[config.mk]
export PLATFORM = sky130hd
export DESIGN_NAME = array_multiplier
export DESIGN_NICKNAME = d
export VERILOG_FILES = /design/src/rtl/array_mult_pkg.sv /design/src/rtl/array_mult_fa.sv /design/src/rtl/array_multiplier.sv
export SDC_FILE = /design/constraint.sdc
export NUM_CORES = 1
export LEC_CHECK = 0
export ABC_AREA = 1
export CAP_MARGIN = 40
export CELL_PAD_IN_SITES_DETAIL_PLACEMENT = 0
export CELL_PAD_IN_SITES_GLOBAL_PLACEMENT = 1
export CORE_ASPECT_RATIO = 0.8
export CORE_MARGIN = 1
export CORE_UTILIZATION = 45
export CTS_CLUSTER_DIAMETER = 40
export CTS_CLUSTER_SIZE = 30
export DETAILED_ROUTE_END_ITERATION = 12
export PLACE_DENSITY_LB_ADDON = 0.1
export RECOVER_POWER = 25
export SLEW_MARGIN = 10
export SYNTH_ARGS = -nofsm -noshare
export SYNTH_HDL_FRONTEND = slang
export SYNTH_SLANG_ARGS = --single-unit
[constraint.sdc]
create_clock -name clk -period 1.65 [get_ports clk]
set_input_delay 0.33 -clock clk [delete_from_list [all_inputs] [get_ports clk]]
set_output_delay 0.33 -clock clk [all_outputs]
set_load 0.01 [all_outputs]
[src/rtl/array_mult_pkg.sv]
`default_nettype none
// ============================================================================
// Module   : array_mult_pkg
// Purpose  : Shared widths, pipeline split point and product type.
// Revision : 1.0 - initial release
// ============================================================================
package array_mult_pkg;

  localparam int MULT_W         = 16;
  localparam int PROD_W         = 2 * MULT_W;
  localparam int PIPE_SPLIT_ROW = 8;

  typedef logic [PROD_W-1:0] prod_t;

endpackage
`default_nettype wire

[src/rtl/array_mult_fa.sv]
`default_nettype none
// ============================================================================
// Module   : array_mult_fa
// Purpose  : 1-bit full adder cell; a half adder is this cell with cin = 0.
// Revision : 1.0 - initial release
// ============================================================================
module array_mult_fa (
  input  logic a,
  input  logic b,
  input  logic cin,
  output logic s,
  output logic cout
);

  assign s    = a ^ b ^ cin;
  assign cout = (a & b) | (cin & (a ^ b));

endmodule
`default_nettype wire

[src/rtl/array_multiplier.sv]
`default_nettype none
// ============================================================================
// Module   : array_multiplier
// Purpose  : Unsigned WIDTHxWIDTH carry-save array multiplier, registered P.
//            ARRAY_MULT_PIPE_EN adds a register stage after adder row
//            PIPE_SPLIT_ROW (latency 2 instead of 1).
// Revision : 1.0 - initial release
// ============================================================================
module array_multiplier
  import array_mult_pkg::*;
#(
  parameter int WIDTH = MULT_W
) (
  input  logic               clk,
  input  logic               rst_n,
  input  logic               in_valid,
  input  logic [WIDTH-1:0]   A,
  input  logic [WIDTH-1:0]   B,
  output logic [2*WIDTH-1:0] P,
  output logic               out_valid
);

  logic [WIDTH-1:0]   lo_bits;
  logic [WIDTH-1:0]   hi_bits;
  logic [WIDTH-1:0]   fin_a;
  logic [2*WIDTH-1:0] prod;
  logic [2*WIDTH-1:0] p_q, p_d;
  logic               out_valid_q, out_valid_d;
  logic               carry_unused;

`ifdef ARRAY_MULT_PIPE_EN
  logic [WIDTH-2:0]        stg_s_q, stg_s_d;
  logic [WIDTH-1:0]        stg_c_q, stg_c_d;
  logic [PIPE_SPLIT_ROW:0] stg_lo_q, stg_lo_d;
  logic                    stg_valid_q, stg_valid_d;
`endif

  // Row i adds pp[i] to the previous row's sums (shifted down one) and carries;
  // bit 0 of each row's sum is product bit i.
  for (genvar i = 0; i < WIDTH; i++) begin : g_row
    logic [WIDTH-1:0] pp, s, c;

    assign pp = A & {WIDTH{B[i]}};

    if (i == 0) begin : g_first
      assign s = pp;
      assign c = '0;
    end else begin : g_add
      logic [WIDTH-1:0] s_in, c_in, pp_in;
`ifdef ARRAY_MULT_PIPE_EN
      if (i > PIPE_SPLIT_ROW) begin : g_pp_reg
        logic [WIDTH-1:0] pp_q, pp_d;
        always_comb pp_d = pp;
        always_ff @(posedge clk or negedge rst_n) begin
          if (!rst_n) pp_q <= '0;
          else        pp_q <= pp_d;
        end
        assign pp_in = pp_q;
      end else begin : g_pp_dir
        assign pp_in = pp;
      end
      if (i == PIPE_SPLIT_ROW + 1) begin : g_in_stage
        assign s_in = {1'b0, stg_s_q};
        assign c_in = stg_c_q;
      end else begin : g_in_row
        assign s_in = {1'b0, g_row[i-1].s[WIDTH-1:1]};
        assign c_in = g_row[i-1].c;
      end
`else
      assign pp_in = pp;
      assign s_in  = {1'b0, g_row[i-1].s[WIDTH-1:1]};
      assign c_in  = g_row[i-1].c;
`endif
      for (genvar j = 0; j < WIDTH; j++) begin : g_cell
        array_mult_fa u_fa (
          .a    (pp_in[j]),
          .b    (s_in[j]),
          .cin  (c_in[j]),
          .s    (s[j]),
          .cout (c[j])
        );
      end
    end

    assign lo_bits[i] = s[0];
  end

  // Final ripple row resolves the last row's sums and carries into P[2W-1:W];
  // its carry-out is always 0 because the product fits in 2*WIDTH bits.
  assign fin_a = {1'b0, g_row[WIDTH-1].s[WIDTH-1:1]};

  for (genvar j = 0; j < WIDTH; j++) begin : g_fin
    logic ci, co;
    if (j == 0) begin : g_ci_zero
      assign ci = 1'b0;
    end else begin : g_ci_chain
      assign ci = g_fin[j-1].co;
    end
    array_mult_fa u_fa (
      .a    (fin_a[j]),
      .b    (g_row[WIDTH-1].c[j]),
      .cin  (ci),
      .s    (hi_bits[j]),
      .cout (co)
    );
  end

  assign carry_unused = g_fin[WIDTH-1].co;

`ifdef ARRAY_MULT_PIPE_EN
  always_comb begin
    stg_valid_d = in_valid;
    stg_s_d     = g_row[PIPE_SPLIT_ROW].s[WIDTH-1:1];
    stg_c_d     = g_row[PIPE_SPLIT_ROW].c;
    stg_lo_d    = lo_bits[PIPE_SPLIT_ROW:0];
  end

  always_ff @(posedge clk or negedge rst_n) begin
    if (!rst_n) begin
      stg_valid_q <= 1'b0;
      stg_s_q     <= '0;
      stg_c_q     <= '0;
      stg_lo_q    <= '0;
    end else begin
      stg_valid_q <= stg_valid_d;
      stg_s_q     <= stg_s_d;
      stg_c_q     <= stg_c_d;
      stg_lo_q    <= stg_lo_d;
    end
  end
`endif

  always_comb begin
    prod = {hi_bits, lo_bits};
`ifdef ARRAY_MULT_PIPE_EN
    prod[PIPE_SPLIT_ROW:0] = stg_lo_q;
`endif
  end

  always_comb begin
`ifdef ARRAY_MULT_PIPE_EN
    out_valid_d = stg_valid_q;
`else
    out_valid_d = in_valid;
`endif
    p_d = p_q;
    if (out_valid_d) p_d = prod;
  end

  always_ff @(posedge clk or negedge rst_n) begin
    if (!rst_n) begin
      p_q         <= '0;
      out_valid_q <= 1'b0;
    end else begin
      p_q         <= p_d;
      out_valid_q <= out_valid_d;
    end
  end

  assign P         = p_q;
  assign out_valid = out_valid_q;

endmodule
`default_nettype wire

# [Word level (Yosys, flattened, before mapping)]
# Index checks and enable logic that the tools add are counted.
[totals] register_bits=33 output_inout_bits=33
[classes] n_bitwise=1168
[ops] operator="$and 1x1->1" count=464
[ops] operator="$xor 1x1->1" count=464
[ops] operator="$and 16x16->16" count=16
[ops] operator="$or 1x1->1" count=224

# [Logic depth before layout (Yosys ltp)]
[logic_depth] depth_word=60 mapped_depth=44

# [Hierarchy]
# From an unflattened synthesis, not the netlist that was laid out.
[hier_totals] cells_unflattened=968 hier_area_um2=8853.5
[modules_own_cells] module="array_mult_fa" seq_area_each_um2=0.0 n_inst=256 area_each_um2=20.0 cells_per_inst=1
[modules_own_cells] module="array_multiplier" seq_area_each_um2=825.8 n_inst=1 area_each_um2=3728.6 cells_per_inst=712

# [Worst setup path before layout]
# OpenSTA, ideal clock, no wires.
[synth_path] path_kind="input -> register" startpoint="input B[0]" endpoint="register p_q[30] (netlist: P[30])" arrival_ns=13.189 setup_time_ns=0.117 path_stages=42 path_buffers=2 t_required_ns=1.533 slack_ns=-11.656 path_cell_list="clkbuf_2 -> buf_4 -> nand2_1 -> inv_1 -> ha_1 -> fa_1 -> fa_1 -> inv_1 -> fa_1 -> fa_1 -> fa_1 -> fa_1 -> fa_1 -> fa_1 -> fa_1 -> fa_1 -> fa_1 -> fa_1 -> [6 not listed] -> fa_1 -> inv_1 -> fa_1 -> fa_1 -> fa_1 -> fa_1 -> fa_1 -> fa_1 -> inv_1 -> fa_1 -> inv_1 -> fa_1 -> fa_1 -> fa_1 -> fa_1 -> fa_1 -> nand2_1 -> nand2_1"
[synth_via] elab_chain_len=59 elab_cells_between_ends=1093
[synth_lines] item="from (decl)" line="array_multiplier.sv:18" source="input logic [WIDTH-1:0] B,"
[synth_lines] item="$and 16x16->16 *" line="array_multiplier.sv:43" source="assign pp = A & {WIDTH{B[i]}};"
[synth_lines] item="$xor 1x1->1"
[synth_lines] item="$xor 1x1->1, on equally long branches" line="array_mult_fa.sv:16, array_mult_fa.sv:15"
[synth_lines] item="$and 1x1->1 or $xor 1x1->1 (tied branches)" line="array_mult_fa.sv:16, array_mult_fa.sv:15"
[synth_lines] item="$or 1x1->1, or another cell as far along" line="array_mult_fa.sv:16" source="assign cout = (a & b) | (cin & (a ^ b));"
[synth_lines] item="$and 1x1->1 or $xor 1x1->1 (tied branches)" line="array_mult_fa.sv:16, array_mult_fa.sv:15"
[synth_lines] item="$or 1x1->1, or another cell as far along" line="array_mult_fa.sv:16"
[synth_lines] item="$and 1x1->1 or $xor 1x1->1 (tied branches)" line="array_mult_fa.sv:16, array_mult_fa.sv:15"
[synth_lines] item="[44 not listed]"
[synth_lines] item="$and 1x1->1" line="array_mult_fa.sv:16"
[synth_lines] item="$or 1x1->1" line="array_mult_fa.sv:16"
[synth_lines] item="$and 1x1->1" line="array_mult_fa.sv:16"
[synth_lines] item="$or 1x1->1" line="array_mult_fa.sv:16"
[synth_lines] item="$and 1x1->1" line="array_mult_fa.sv:16"
[synth_lines] item="$or 1x1->1" line="array_mult_fa.sv:16"
[synth_lines] item="$xor 1x1->1 *" line="array_mult_fa.sv:15" source="assign s = a ^ b ^ cin;"
[synth_lines] item="via g_fin[14].u_fa.s" line="array_mult_fa.sv:11" source="output logic s,"
[synth_lines] item="to (signal assigned)" line="array_multiplier.sv:155" source="p_q <= p_d;"
[synth_lines] item="to (decl)" line="array_multiplier.sv:27" source="logic [2*WIDTH-1:0] p_q, p_d;"
# Mark *: on every way through the listed nets, which the timed path passes. The rest lies on a longest branch.
# A chain may end at the register's enable or synchronous reset.

# [Worst setup path in the final report]
[layout_path] startpoint="input B[1]" endpoint="register p_q[30] (netlist: P[30])"
# The elaborated chain is that of the path after synthesis.

==> results.md <==
- Max cap viols: 0
- Crit path depth: 41
- Least-Margin Pin Slew: 0.820 ns
- Type of the most critical hold path: flip-flop to flip-flop
- # DRC: 0
- Max stage delay cell, worst path: fa_2
- Worst Setup End Kind: flip-flop
- H-tree Lvls: 2
- Vias per std cell: 4.24
- DR vias: 5591
- Failing checks: negative setup slack
- Worst path bufs/invs: 8
- Post-synthesis compound-gate area fraction: 0
- RSZ-0062 raised after global routing: yes
- FF-to-FF Start: P[31]$_DFFE_PN0P_
- Clk slew on worst S/H paths: 0.05 ns
- Mean Syn Cell Area: slightly below 9 um2
- First-pass GRT wire length: 28300 um
- Synth Area in XOR/XNOR: 0
- Sequential-to-total area share from yosys stat: 0.0968
- Highest cell delay on the worst timing path: 0.55 ns
- Final Hold Fails: 0
- Area after DPL: roughly 0.0096 mm2
- Syn_nets: between 1000 and 1500
- Global placer's final weighted congestion: 0.757
- Final min period: about 12 ns
- GR Layer Usage met1: 0.230
- Most used cell, CP: fa_2
- CP Launch Type: input pin
- Yosys warnings: 0
- CTS Buffer Depth: 2
- Vias in the first global route: 6283
- Area contributors post-synth: fa_1 53%, nand2_1 15%, inv_1 13%, dfrtp_1 9.7%, buf_6 3.0%
- Fin Clk Skew: 0 ns
- Die W: ~160 um
- Most common cell after layout, fill and taps aside: nand2_1
- Met2 Use GR: 0.338
- Post-Synth Adder-Cell Area: 0.549
- Placed Instances: between 1000 and 1500
- Starting density of the core: 0.466
- Iteration-0 DRC Markers: 132
- DRT Wirelength: 15500 um
- Post-synthesis cell type count: 13
- Rel. slew slack: 0.454
- Io pins: 68
- Die area: 0.0195 mm2
- Fin nets: 1339
- Simple-Gate Fraction of Synth Area: 0.159
- Final Cell Area: 0.0103 mm2
- Mux share of post-synthesis cell area: 0
- Reg-to-Reg End: P[31]$_DFFE_PN0P_
- GRT Util Overall: 0.180
- Hpwl dp: 13600 um
- CP Data Arrival Time: 12.54 ns
- Die Span Y: 125 um
- TNS Setup: -179.87 ns
- Pre-Repair DR Iteration Count: 6
- M3 GR Usage: 0.0187
- Crit. Startpoint: B[1]
- Layout area overhead: 20.3%
- Final period util: 7.47
- Fmax: 81.1 MHz
- Run status: finished with violations
- Routed Antenna Nets: 0
- CTS buffer count: 5
- Worst skew pair latency: 0.27 ns
- PortBufs: 67
- FF+latch count, synth: 33
- Most frequent cells in the layout: 321 x nand2_1, 240 x inv_1, 119 x fa_1
- Worst Path Class, Setup: input pin to flip-flop
- Cell family contributing the most delay on the critical path: adder cells
- TritonCTS clock tree: built
- Root Buffer: clkbuf_16
- Post-Synthesis Cells: between 900 and 1000
- Core area: between 0.015 and 0.02 mm2
- Largest net degree at the start of global routing: 35
- CP max FO: 8
- R2R depth: 2
- Final Setup Violations: 30
- Largest family of logic cells by synthesized area: adder cells
- Req. time, crit path: 1.87 ns
- Worst Setup EP: P[30]$_DFFE_PN0P_
- Mapped cell area: 0.00853 mm2
- Flop2flop setup slack: 0.99 ns
- Share of cells above drive strength 1: 0.275
- Clock sinks: 33
- Synth area leader: fa_1
- Layer with the highest usage: met2
- Hold_ws: 0.466 ns
- Yosys top cell area share: 0.525
- Post-route insts no fill: 1318
- Initial antenna violation count: 0
- Antenna Cells: 0
- Hold-fix buffers, CTS: 0
- Routed WL per cell: 11.8 um
- Final slew viol count: 0
- Final WS setup: -10.67 ns
- Num rows: 44
- Overflow after GRT: 0
## cells by family after synthesis
logic type                 count (synthesis)
buffers and inverters                    363
and+or+nand+nor                          351
adders and majority gates                240
DFF                                       33
## how the worst min path moves through the flow
stage	end	cells past startpoint	start	slack [ns]
global placement	P[12]$_DFFE_PN0P_	2	P[12]$_DFFE_PN0P_	0.45
finish	P[12]$_DFFE_PN0P_	2	P[12]$_DFFE_PN0P_	0.47
CTS	P[3]$_DFFE_PN0P_	2	P[3]$_DFFE_PN0P_	0.47
detailed placement	P[2]$_DFFE_PN0P_	2	P[2]$_DFFE_PN0P_	0.46
floorplan	P[0]$_DFFE_PN0P_	0	rst_n	0.03
global route	P[0]$_DFFE_PN0P_	2	P[0]$_DFFE_PN0P_	0.49
## Yosys cell counts
master and count:
clkbuf_2 31, dfrtp_1 33, buf_6 23, nand2_2 15
nand3_1 1, fa_1 224, nand2_1 335, inv_1 291
buf_12 2, inv_8 1, buf_4 14, buf_2 1
ha_1 16
## worst register-to-register path, cell delays in order, from the launching register on
cell and delay [ns]:
dfrtp_1 0.42, nand2_2 0.09, nand2_1 0.04
## sequential cells by signal (all words and copies together), names as in the netlist
name and count:
P 32, out_valid 1
## cell type report
cell class,count,area [um2]
clock buffer,7,143
clock inverter,1,30.0
fill,1712,8070
inverter,292,1110
multi-input combinational,591,6540
sequential,33,826
tap,253,317
timing repair buffer,141,1300
## metrics by stage
| stage | setup WS (ns) | utilization |
|---|---|---|
| final | -10.67 | 0.560 |
| after detailed placement | -11.57 | 0.526 |
| after global routing | -11.03 | 0.560 |
| after global placement | -11.52 | 0.526 |
| after CTS | -10.77 | 0.558 |
| after floorplan | -10.85 | - |
## routing by layer
layer | vias to the layer above | share of wire
met1 | 2759 | 0.46
met5 | - | 0
met4 | 0 | 0.0044
met2 | 49 | 0.52
met3 | 4 | 0.018
li1 | 2779 | -
## what timing repair did
| item | in CTS | in global routing |
|---|---|---|
| pin swaps | 95 | 38 |
| endpoints found under the setup margin | 30 | 30 |
| gates resized for setup | 166 | 25 |
| setup buffers | 11 | 1 |
| hold endpoints to repair | 0 | 0 |
Power is not shown: default switching activity piles up to over one toggle a cycle in this logic, so the estimate is an artifact.
